$ cat config.mk
export PLATFORM = sky130hd
export DESIGN_NAME = fetch_stage
export DESIGN_NICKNAME = d
export VERILOG_FILES = /design/src/rtl/fetch_stage.sv
export SDC_FILE = /design/constraint.sdc
export NUM_CORES = 1
export LEC_CHECK = 0
export BUFFER_PORTS_ARGS = -buffer_cell sky130_fd_sc_hd__buf_2
export CAP_MARGIN = 20
export CORE_MARGIN = 10
export CORE_UTILIZATION = 35
export DETAILED_ROUTE_END_ITERATION = 12
export HOLD_SLACK_MARGIN = 0.15
export PLACE_DENSITY = 0.58
export SLEW_MARGIN = 20
export SYNTH_ARGS = -nofsm -noshare
export SYNTH_HDL_FRONTEND = slang
export SYNTH_SLANG_ARGS = --single-unit
$ cat constraint.sdc
create_clock -name clk -period 6.23 [get_ports clk]
set_clock_uncertainty 0.1 [all_clocks]
set_input_delay 0 -clock clk [delete_from_list [all_inputs] [get_ports clk]]
set_output_delay 0 -clock clk [all_outputs]
set_load 0.01 [all_outputs]
$ cat src/rtl/fetch_stage.sv
// fetch_stage -- instruction-fetch stage feeding pre-decode.
//
// Generates the fetch PC and issues requests on an SRAM-like instruction port
// (at most one request outstanding). Each response is packed with its PC into
// a single output register handed to pre-decode with a valid/allowin
// handshake. A one-entry skid buffer catches a response that arrives while
// the output register is still occupied. Redirects (exception entry, ertn,
// mispredict repair, pre-decode predict-taken) flush the output register and
// mark any in-flight response as stale so it is discarded on arrival.
// A misaligned fetch PC produces a single ADEF exception entry without issuing
// a request and then waits for a redirect.
//
// Optional build macro: FETCH_PERF_CNT_EN -- when defined, builds the
// perf_fetch_cnt / perf_cancel_cnt counters; otherwise both ports read zero.
//
// Ports:
//   clk, rstn                  clock, synchronous active-low reset
//   pD_allowin                 pre-decode can accept an entry this cycle
//   FpD_valid, FpD_BUS         output entry {pc, inst, pc_en, ex_F, ecode, esubcode}
//   predict_taken/_target      pre-decode predicted-taken redirect
//   predict_error/correct_target  mispredict repair redirect
//   ertn_flush/era             exception-return redirect
//   ex_en/eentry               exception-entry redirect
//   inst_req/inst_addr         request channel
//   inst_addr_ok               request accepted
//   inst_data_ok/inst_rdata    response channel
//   perf_fetch_cnt             delivered entries (optional)
//   perf_cancel_cnt            discarded responses (optional)

module fetch_stage #(
    parameter logic [31:0] RESET_PC    = 32'h1C000000,
    parameter int          FpD_BUS_WID = 75
) (
    input  logic                   clk,
    input  logic                   rstn,
    input  logic                   pD_allowin,
    output logic                   FpD_valid,
    output logic [FpD_BUS_WID-1:0] FpD_BUS,
    input  logic                   predict_taken,
    input  logic [31:0]            predict_target,
    input  logic                   predict_error,
    input  logic [31:0]            correct_target,
    input  logic                   ertn_flush,
    input  logic [31:0]            era,
    input  logic                   ex_en,
    input  logic [31:0]            eentry,
    output logic                   inst_req,
    output logic [31:0]            inst_addr,
    input  logic                   inst_addr_ok,
    input  logic                   inst_data_ok,
    input  logic [31:0]            inst_rdata,
    output logic [31:0]            perf_fetch_cnt,
    output logic [31:0]            perf_cancel_cnt
);

    typedef enum logic [1:0] {
        S_REQ  = 2'd0,
        S_WAIT = 2'd1,
        S_HOLD = 2'd2
    } state_t;

    localparam logic [7:0] ECODE_ADEF = 8'h08;

    state_t state, state_nxt;

    logic [31:0] fetch_pc, fetch_pc_nxt;
    logic [31:0] pending_pc, pending_pc_nxt;
    logic        redirect_pending, redirect_pending_nxt;
    logic        cancel, cancel_nxt;
    logic        adef_done, adef_done_nxt;

    // PC of the request currently awaiting its response
    logic [31:0] req_pc_p0, req_pc_nxt;
    // skid buffer for a response that could not enter the output register
    logic [31:0] skid_pc_p0, skid_inst_p0;
    logic        skid_we;

    logic                   out_vld_p1, out_vld_nxt;
    logic [FpD_BUS_WID-1:0] out_bus_p1, load_bus;
    logic                   load;

    logic        redirect;
    logic [31:0] redirect_pc;
    logic        pc_aligned, req_active, addr_hs, out_free;

    function automatic logic [FpD_BUS_WID-1:0] pack_entry(
        input logic [31:0] pc,
        input logic [31:0] inst,
        input logic        ex_f
    );
        pack_entry = {pc, inst, 1'b1, ex_f, (ex_f ? ECODE_ADEF : 8'h00), 1'b0};
    endfunction

    // Fixed-priority redirect select: ex_en > ertn_flush > predict_error > predict_taken.
    always_comb begin
        redirect    = 1'b1;
        redirect_pc = eentry;
        if (ex_en) begin
            redirect_pc = eentry;
        end else if (ertn_flush) begin
            redirect_pc = era;
        end else if (predict_error) begin
            redirect_pc = correct_target;
        end else if (predict_taken) begin
            redirect_pc = predict_target;
        end else begin
            redirect = 1'b0;
        end
    end

    assign pc_aligned = (fetch_pc[1:0] == 2'b00);
    // Gated by rstn so no request is presented while reset is held.
    assign req_active = rstn && (state == S_REQ) && pc_aligned;
    assign addr_hs    = req_active && inst_addr_ok;
    assign out_free   = !out_vld_p1 || pD_allowin;

    assign inst_req  = req_active;
    assign inst_addr = fetch_pc;

    always_comb begin
        state_nxt            = state;
        fetch_pc_nxt         = fetch_pc;
        pending_pc_nxt       = pending_pc;
        redirect_pending_nxt = redirect_pending;
        cancel_nxt           = cancel;
        adef_done_nxt        = adef_done;
        req_pc_nxt           = req_pc_p0;
        skid_we              = 1'b0;
        load                 = 1'b0;
        load_bus             = '0;

        case (state)
            S_REQ: begin
                if (!pc_aligned) begin
                    // No request goes out; emit one ADEF entry, then wait for a redirect.
                    if (redirect) begin
                        fetch_pc_nxt  = redirect_pc;
                        adef_done_nxt = 1'b0;
                    end else if (!adef_done && out_free) begin
                        load          = 1'b1;
                        load_bus      = pack_entry(fetch_pc, 32'h0, 1'b1);
                        adef_done_nxt = 1'b1;
                    end
                end else if (addr_hs) begin
                    state_nxt            = S_WAIT;
                    req_pc_nxt           = fetch_pc;
                    redirect_pending_nxt = 1'b0;
                    // The accepted address predates any redirect seen so far,
                    // so its response is wrong-path and must be dropped.
                    if (redirect) begin
                        cancel_nxt   = 1'b1;
                        fetch_pc_nxt = redirect_pc;
                    end else if (redirect_pending) begin
                        cancel_nxt   = 1'b1;
                        fetch_pc_nxt = pending_pc;
                    end else begin
                        fetch_pc_nxt = fetch_pc + 32'd4;
                    end
                end else if (redirect) begin
                    // inst_addr must stay stable until accepted; park the target.
                    pending_pc_nxt       = redirect_pc;
                    redirect_pending_nxt = 1'b1;
                end
            end

            S_WAIT: begin
                if (redirect) begin
                    fetch_pc_nxt = redirect_pc;
                end
                if (inst_data_ok) begin
                    cancel_nxt = 1'b0;
                    if (cancel || redirect) begin
                        state_nxt = S_REQ;
                    end else if (out_free) begin
                        load      = 1'b1;
                        load_bus  = pack_entry(req_pc_p0, inst_rdata, 1'b0);
                        state_nxt = S_REQ;
                    end else begin
                        skid_we   = 1'b1;
                        state_nxt = S_HOLD;
                    end
                end else if (redirect) begin
                    cancel_nxt = 1'b1;
                end
            end

            S_HOLD: begin
                if (redirect) begin
                    fetch_pc_nxt = redirect_pc;
                    state_nxt    = S_REQ;
                end else if (out_free) begin
                    load      = 1'b1;
                    load_bus  = pack_entry(skid_pc_p0, skid_inst_p0, 1'b0);
                    state_nxt = S_REQ;
                end
            end

            default: state_nxt = S_REQ;
        endcase

        if (redirect) begin
            out_vld_nxt = 1'b0;
        end else if (load) begin
            out_vld_nxt = 1'b1;
        end else if (pD_allowin) begin
            out_vld_nxt = 1'b0;
        end else begin
            out_vld_nxt = out_vld_p1;
        end
    end

    // ---- request stage (p0) ----
    always_ff @(posedge clk) begin
        if (!rstn) begin
            state            <= S_REQ;
            fetch_pc         <= RESET_PC;
            redirect_pending <= 1'b0;
            cancel           <= 1'b0;
            adef_done        <= 1'b0;
        end else begin
            state            <= state_nxt;
            fetch_pc         <= fetch_pc_nxt;
            redirect_pending <= redirect_pending_nxt;
            cancel           <= cancel_nxt;
            adef_done        <= adef_done_nxt;
        end
    end

    always_ff @(posedge clk) begin
        pending_pc <= pending_pc_nxt;
        req_pc_p0  <= req_pc_nxt;
        if (skid_we) begin
            skid_pc_p0   <= req_pc_p0;
            skid_inst_p0 <= inst_rdata;
        end
    end

    // ---- output stage (p1) ----
    always_ff @(posedge clk) begin
        if (!rstn) begin
            out_vld_p1 <= 1'b0;
            out_bus_p1 <= '0;
        end else begin
            out_vld_p1 <= out_vld_nxt;
            if (load) begin
                out_bus_p1 <= load_bus;
            end
        end
    end

    assign FpD_valid = out_vld_p1;
    assign FpD_BUS   = out_bus_p1;

`ifdef FETCH_PERF_CNT_EN
    logic [31:0] fetch_cnt, cancel_cnt;
    logic        drop_data;

    assign drop_data = (state == S_WAIT) && inst_data_ok && (cancel || redirect);

    always_ff @(posedge clk) begin
        if (!rstn) begin
            fetch_cnt  <= 32'h0;
            cancel_cnt <= 32'h0;
        end else begin
            if (out_vld_p1 && pD_allowin) begin
                fetch_cnt <= fetch_cnt + 32'd1;
            end
            if (drop_data) begin
                cancel_cnt <= cancel_cnt + 32'd1;
            end
        end
    end

    assign perf_fetch_cnt  = fetch_cnt;
    assign perf_cancel_cnt = cancel_cnt;
`else
    assign perf_fetch_cnt  = 32'h0;
    assign perf_cancel_cnt = 32'h0;
`endif

endmodule
**After elaboration in Yosys (flattened, before gate mapping)**

Index checks and enable logic that the tools add are counted.

- Register bits: 241
- Output and inout port bits: 173

- Add/subtract/negate cells: 1
- Equality and inequality tests: 9
- Multiplexer cells: 55
- Bitwise operators: 3
- Reductions and logical operators: 24

Operator list:

| operator | number |
|---|---|
| $mux 75 | 8 |
| $mux 32 | 9 |
| $pmux 75 s3 | 1 |
| $pmux 32 s2 | 1 |
| $add 32x3->32 const B | 1 |
| $mux 1 | 26 |
| $mux 2 | 7 |
| $ne 3x3->1 const B | 4 |
| $reduce_bool 2->1 | 5 |
| $reduce_and 3->1 | 3 |
| $reduce_and 4->1 | 2 |
| $ne 2x2->1 const B | 3 |
| $pmux 2 s3 | 1 |
| $reduce_and 5->1 | 1 |
| $logic_and 1x1->1 | 4 |
| $logic_not 2->1 | 2 |
| $reduce_or 2->1 | 2 |
| $not 1->1 | 3 |
| $pmux 1 s3 | 1 |
| $eq 2x1->1 const B | 1 |
| $eq 2x2->1 const B | 1 |
| $logic_not 1->1 | 2 |
| $logic_or 1x1->1 | 2 |
| $pmux 1 s2 | 1 |
| $reduce_and 2->1 | 1 |

**Depth between registers and ports, before layout**

Gate-level depths: netlist of run 1.

- Depth after elaboration: 9
- Mapped depth: 11
- Gate-level depth less buffers: 8

**Worst setup path before layout of run 1**

No wires, ideal clock.

- Path type: reg2reg
- From: reg out_vld_p1, in the netlist FpD_valid
- To: reg skid_inst_p0[0], enable pin
- Arrival time: 5.318 ns
- Data required time: 5.565 ns
- Slack: 0.248 ns
- Stages on the path, launching flop included: 5
- Buffers on the path: 1
- Period minus slack after synthesis: 5.982 ns
- Path through: dfxtp_1 -> nor2b_1 -> clkbuf_1 -> nand2_1 -> nor3_1

- Word-level cells in the longest chain between the ends: 6

RTL lines:

| what | line | source |
|---|---|---|
| start, declared | 78 | `logic out_vld_p1, out_vld_nxt;` |
| start signal, assigned | 244 | `out_vld_p1 <= out_vld_nxt;` |
| $logic_not 1->1 | 115 | `assign out_free = !out_vld_p1 \|\| pD_allowin;` |
| $logic_or 1x1->1 | 115 |  |
| $mux 1 | 174 | `end else if (out_free) begin` |
| $mux 1 | 172 | `if (cancel \|\| redirect) begin` |
| $mux 1 | 170 | `if (inst_data_ok) begin` |
| $mux 1 | 132 | `case (state)` |
| named net skid_we | 76 | `logic skid_we;` |
| end signal, assigned | 234 | `skid_inst_p0 <= inst_rdata;` |
| end, declared | 75 | `logic [31:0] skid_pc_p0, skid_inst_p0;` |

The timed path passes the listed nets, and every way through them passes these cells.
A chain may end at the register's enable or synchronous reset.

**Final worst setup path of run 1**

- From: reg fetch_pc[2], in the netlist inst_addr[2]
- To: reg fetch_pc[24], in the netlist inst_addr[24]

- Word-level cells in the longest chain between the ends: 6

RTL lines:

| what | line | source |
|---|---|---|
| start, declared | 66 | `logic [31:0] fetch_pc, fetch_pc_nxt;` |
| start signal, assigned | 222 | `fetch_pc <= fetch_pc_nxt;` |
| $add 32x3->32 | 157 | `fetch_pc_nxt = fetch_pc + 32'd4;` |
| $mux 32 | 153 | `end else if (redirect_pending) begin` |
| $mux 32 | 150 | `if (redirect) begin` |
| $mux 32 | 144 | `end else if (addr_hs) begin` |
| $mux 32 | 134 | `if (!pc_aligned) begin` |
| $pmux 32 s2 | 132 |  |

No other way between the ends. The select of a mux whose other input is x is not followed.

==> flow_summary.yaml, run 1 <==
cells_and_area:
  nFillCells: 2844
  diodes: 0
  final_common_cell: "buf_2"
  syn2layout_area_growth_pct: 36.5
  drive_gt1_frac: 0.234
  mostFrequentLayoutCells: "buf_2 (269), dlygate4sd3_1 (169), edfxtp_1 (128)"
  fin_nets: 1631
setup_path:
  critPathSlowestCell: "nor3_1"
  critPathMaxStageDelay_ns: 0.99
  cp_top_family: "simple AND/OR/NAND/NOR gates"
  start_kind: "register"
  end_kind: "register"
  crit_arrival_ns: 4.06
  r2r_setup_slack_ns: 2.54
  crit_required_ns: 6.60
  r2r-start: "inst_addr[2]$_SDFFE_PN0P_"
  cp_max_fo: 8
  reg2reg_depth: 8
  timing.critical_path.buf_inv: 1
  crit_type: "reg -> reg"
  r2r-end: "inst_addr[24]$_SDFFE_PN0P_"
  cp_cell_sequence: "ha_1, nand4_1, nor3_1, nand3_1, xnor2_1, nand2_1, a31oi_1, dlygate4sd3_1"
die:
  io_pins: 342
  die_w_um: 196
  die_area_mm2: 0.0386
  die_h_um: 196
  initial_core_util: 0.355
  placementRows: 64
  coreArea_mm2: 0.0307
global_route:
  grt_pass1_wl_um: 61500
  grt_usage: 0.197
  overflow: 0
  antenna_found_initial: 0
  grt_max_degree: 107
  grt_pass1_vias: 10400
clock_tree:
  worstSkewPairLatency_ns: 0.53
  root_buffer: "clkbuf_16"
  htreeDepth: 1
  clock_path_buffers: 3
  cts_buffers: 26
  cts_tree: "yes"
  clk_pin_slew_ns: 0.06
  cts.sinks: 232
timing:
  rsz0062_at_grt: "no"
  fmax_mhz: 271
  worst_slew_pin_slew_ns: 1.11
  timing.final.max_slew_violations: 0
  slew_headroom: 0.257
  finalSetupTns_ns: 0
  fin_crit_ns: 3.69
  setup_viol: 0
  finalCritPeriodShare: 0.592
  hold_viol: 0
synthesis:
  netlist_area_mm2: 0.0109
  synthFlopType: "edfxtp_1"
  synthCells: 1053
  synth_warnings: 0
  ys_ff_latch: 232
  synthArstFlopShare: 0
  ys_seq_area_frac: 0.544
  yosysUniqueCellTypes: 73
  avgSynthCellArea_um2: 10.4
  synth-edff-count: 128
worst_hold_path:
  hold_depth: 3
  hold_end: "redirect_pending$_SDFFE_PN0P_"
  worstHoldStart: "inst_addr_ok"
  hold_path.class: "in -> reg"
power_and_ir_drop:
  p_clk_frac: 0.350
  power_switching_mw: 1.38
  power.density_mw_per_mm2: 307
  combPwrFrac: 0.209
  p_total_mw: 4.57
  p_leak_nw: 5.82
  p_int_mw: 3.19
  switching_share: 0.302
  irDropWorstVdd_v: 0.000186
  seq_power_share: 0.441
drt:
  ant_nets: 0
  routedWlPerCell_um: 21.7
  firstDrtPassIters: 8
  drc: 0
  viasPerCell: 5.41
  drt_iter0_markers: 925
  wirelength_um: 40500
  vias: 10100
placement:
  place_hpwl_um: 28200
  gp_congestion: 0.855
  portBuffers: 269
run:
  cap_violations: 0
run_status:
  status: "finished, final reports clean"
[how the worst max path moves through the flow]
stage,from,end,slack (ns),cells after the start
floorplan,FpD_valid$_SDFFE_PP0P_,skid_inst_p0[0]$_DFFE_PP_,0.25,4
global placement,ertn_flush,FpD_BUS[37]$_SDFFE_PN0P_,2.77,9
detailed placement,ex_en,FpD_BUS[45]$_SDFFE_PN0P_,2.65,9
CTS,inst_addr[2]$_SDFFE_PN0P_,inst_addr[24]$_SDFFE_PN0P_,2.66,8
global route,predict_taken,FpD_BUS[53]$_SDFFE_PN0P_,2.44,10
finish,inst_addr[2]$_SDFFE_PN0P_,inst_addr[24]$_SDFFE_PN0P_,2.54,8
[power groups by stage]
stage | clock (mW) | sequential (mW) | combinational [mW]
final | 1.60 | 2.02 | 0.954
after global routing | 1.69 | 2.04 | 1.04
after CTS | 1.63 | 2.01 | 0.949
after detailed placement | 0 | 2.04 | 0.841
after global placement | 0 | 2.04 | 0.832
after floorplan | 0 | 1.98 | 0.505
[metrics by stage]
step | instance area [um2] | worst slack (ns) | utilization | std cells | hold WS (ns)
floorplan | 11200 | 0.248 | - | 1124 | -0.00332
global placement | 12300 | 2.77 | 0.400 | 1655 | 0.0973
detailed placement | 12300 | 2.65 | 0.400 | 1655 | 0.100
CTS | 14900 | 2.66 | 0.485 | 1872 | 0.165
global route | 14900 | 2.44 | 0.485 | 1872 | 0.219
finish | 14900 | 2.54 | 0.485 | 1872 | 0.166
[Yosys cell counts, drive strengths merged, types with 4 or more instances]
cell type,number,area [um2]
a221oi,8,70.1
o22ai,45,282
or4b,4,40.0
o21ai,74,370
a21oi,63,315
edfxtp,128,3840
buf,100,689
and2,6,37.5
inv,17,63.8
a22oi,43,323
nand2,55,206
a211oi,38,285
o31ai,5,37.5
nand3,20,100
or3,6,37.5
nor2b,4,25.0
o211ai,8,60.1
a222oi,33,330
ha,6,75.1
o21a,5,37.5
nor3,16,80.1
nor2,94,365
nor4,8,71.3
dfxtp,104,2080
a31oi,13,81.3
and3,12,75.1
mux2i,7,70.1
nand2b,7,43.8
or4,6,48.8
clkbuf,50,190
o221ai,4,35.0
a21o,8,60.1
nand4,8,50.1
a221o,4,40.0
[routing by layer]
layer	GRT usage	share of wire
met5	0	0
met4	0.0605	0.027
met3	0.0489	0.085
met2	0.322	0.47
met1	0.250	0.42
[registers in the layout, indices dropped and copies added, names as in the netlist, 2 cells and up]
signal and count:
state 2, pending_pc 32, inst_addr 32, req_pc_p0 32
FpD_BUS 66, skid_inst_p0 32, skid_pc_p0 32
[worst min-delay path: cells and delay by family]
family	cells	cell delay, ns
buffers and inverters	2	0.67
AO/OA/AOI/OAI	1	0.07
[cell families after synthesis]
family,Yosys count,share of synthesized area
XOR/XNOR,3,0.00241
flip-flops,232,0.544
AO/OA/AOI/OAI,377,0.235
adder cells (fa/ha/maj),6,0.00689
AND/OR/NAND/NOR,256,0.116
multiplexers,8,0.00746
buffers and inverters,170,0.0876
other,1,0.000344
[final cells by class]
class | instances | area, um2 | share of cell area
Sequential cell | 232 | 5930 | 0.398
Multi-Input combinational cell | 722 | 4300 | 0.289
Timing Repair Buffer | 454 | 3170 | 0.213
Clock buffer | 39 | 749 | 0.0504
Tap cell | 396 | 495 | 0.0333
Clock inverter | 9 | 155 | 0.0104
Inverter | 20 | 75.1 | 0.00505
[what timing repair did]
action / 4_1_cts / 5_1_grt
resized for setup: 0 / 0
hold buffers: 169 / 0
setup buffers: 0 / 0
hold endpoints to repair: 163 / 0
Note: power is estimated with default switching activity, not from simulation.
==> run 2: changes to the inputs <==
PLACE_DENSITY = 0.55   (was 0.58)
clock period = 3.6 ns   (was 6.23 ns; I/O delays follow)
==> run 2 against run 1 <==
  * Flip-flop and latch count stayed put
  * Global-route usage fell by 0.090 points
  * Sequential power grew 73%
  * Final cell count rose by 0.32%
  * Highest routed layer unchanged
  * Cell area grew 0.31%
==> flow_summary.yaml, run 2 (synthesis results as in run 1) <==
drt:
  firstDrtPassIters: 7
  routedWlPerCell_um: 21.5
  drc: 0
  ant_nets: 0
  drt_iter0_markers: 931
  viasPerCell: 5.40
  wirelength_um: 40300
  vias: 10100
clock_tree:
  clk_pin_slew_ns: 0.06
  cts_tree: "yes"
  cts.sinks: 232
  root_buffer: "clkbuf_16"
  cts_buffers: 26
  clock_path_buffers: 3
  worstSkewPairLatency_ns: 0.52
  htreeDepth: 1
  cts_setup_buffers: 0
power_and_ir_drop:
  p_leak_nw: 5.85
  p_total_mw: 7.84
  power.density_mw_per_mm2: 526
  irDropWorstVdd_v: 0.000342
timing:
  setup_viol: 0
  hold_viol: 0
  finalSetupTns_ns: 0
  setup_slack_ns: 0.314
  fin_crit_ns: 3.29
  timing.final.max_slew_violations: 0
  rsz0062_at_grt: "no"
  slew_headroom: 0.486
  worst_slew_pin_slew_ns: 0.764
  finalCritPeriodShare: 0.913
  fmax_mhz: 304
cells_and_area:
  syn2layout_area_growth_pct: 36.9
  diodes: 0
  drive_gt1_frac: 0.238
  mostFrequentLayoutCells: "buf_2 (269), dlygate4sd3_1 (167), edfxtp_1 (128)"
  fin_nets: 1637
  design_area_mm2: 0.0149
  final_common_cell: "buf_2"
  largest_register_ff_count: 66
setup_path:
  crit_required_ns: 3.89
  crit_arrival_ns: 3.58
  startpoint: "predict_taken"
  end_kind: "register"
  r2r-start: "state[0]$_SDFFE_PN0P_"
  cp_max_fo: 21
  start_kind: "primary input"
  crit_type: "in -> reg"
placement:
  gp_congestion: 0.876
  placed_area_mm2: 0.0124
  portBuffers: 269
  post-place-ws_ns: 0.623
  place_hpwl_um: 27700
die:
  coreArea_mm2: 0.0307
  placementRows: 64
  io_pins: 342
  die_area_mm2: 0.0386
  die_h_um: 196
  die_w_um: 196
  initial_core_util: 0.355
global_route:
  grt_max_degree: 132
  grt_pass1_wl_um: 61500
  grt_usage: 0.196
  grt_pass1_vias: 10400
  antenna_found_initial: 0
  overflow: 0
worst_hold_path:
  hold_path.class: "in -> reg"
  worstHoldStart: "era[4]"
run_status:
  status: "finished, final reports clean"
run:
  cap_violations: 0
-- run 2: changes by cell type in the layout (fill, tap and decap cells not counted), sizes merged --
cell,change
buf,+8
bufinv,-2
clkbuf,+5
clkinv,-3
dlygate4sd3,-2
-- run 2: path summary, 6_finish.rpt --
kind,to,slack (ns),cells past startpoint
min,inst_addr[4]$_SDFFE_PN0P_,0.18,5
max,inst_addr[20]$_SDFFE_PN0P_,0.31,9
min reg2reg,skid_pc_p0[2]$_DFFE_PP_,0.35,0
max reg2reg,inst_addr[14]$_SDFFE_PN0P_,0.44,10
-- run 2: per-stage QoR --
step	hold WS (ns)	instances	utilization
5_1_grt	0.205	1878	0.487
4_1_cts	0.151	1878	0.486
3_3_place_gp	0.0995	1663	0.403
3_5_place_dp	0.0995	1663	0.403
2_1_floorplan	-0.00332	1124	-
6_report	0.177	1878	0.487
-- run 2: cell type report --
type                            instances  area (um2)
Fill cell                            2892       15700
Multi-Input combinational cell        722        4310
Timing Repair Buffer                  460        3240
Inverter                               20        75.1
Clock buffer                           44         810
Tap cell                              396         495
Clock inverter                          4        70.1
Sequential cell                       232        5930
-- run 2: where the power goes --
part	internal (mW)	switching [mW]	leakage, nW
combinational	0.685	0.973	3.40
sequential	3.13	0.362	2.02
clock	1.66	1.03	0.431
-- run 2: what timing repair did --
| item | CTS | global route |
|---|---|---|
| endpoints found under the setup margin | 0 | 1 |
| resized for setup | 0 | 1 |
| hold buffers | 167 | 0 |
| hold endpoints to repair | 201 | 0 |
-- run 2: routing by layer --
metal  track usage  up-vias  routed length [um]
met2         0.317      518               18600
met3        0.0465       57                3630
met5             0        -                   0
li1              -     4768                   -
met4        0.0611        0                1040
met1         0.254     4798               17000
-- run 2: critical path: stages --
cell and delay [ns]:
dlygate4sd3_1 0.52, buf_2 0.28, or4b_2 0.94, o22ai_1 0.21
dlygate4sd3_1 0.58, a21oi_1 0.08, dlygate4sd3_1 0.64, a22oi_1 0.21
o211ai_1 0.12
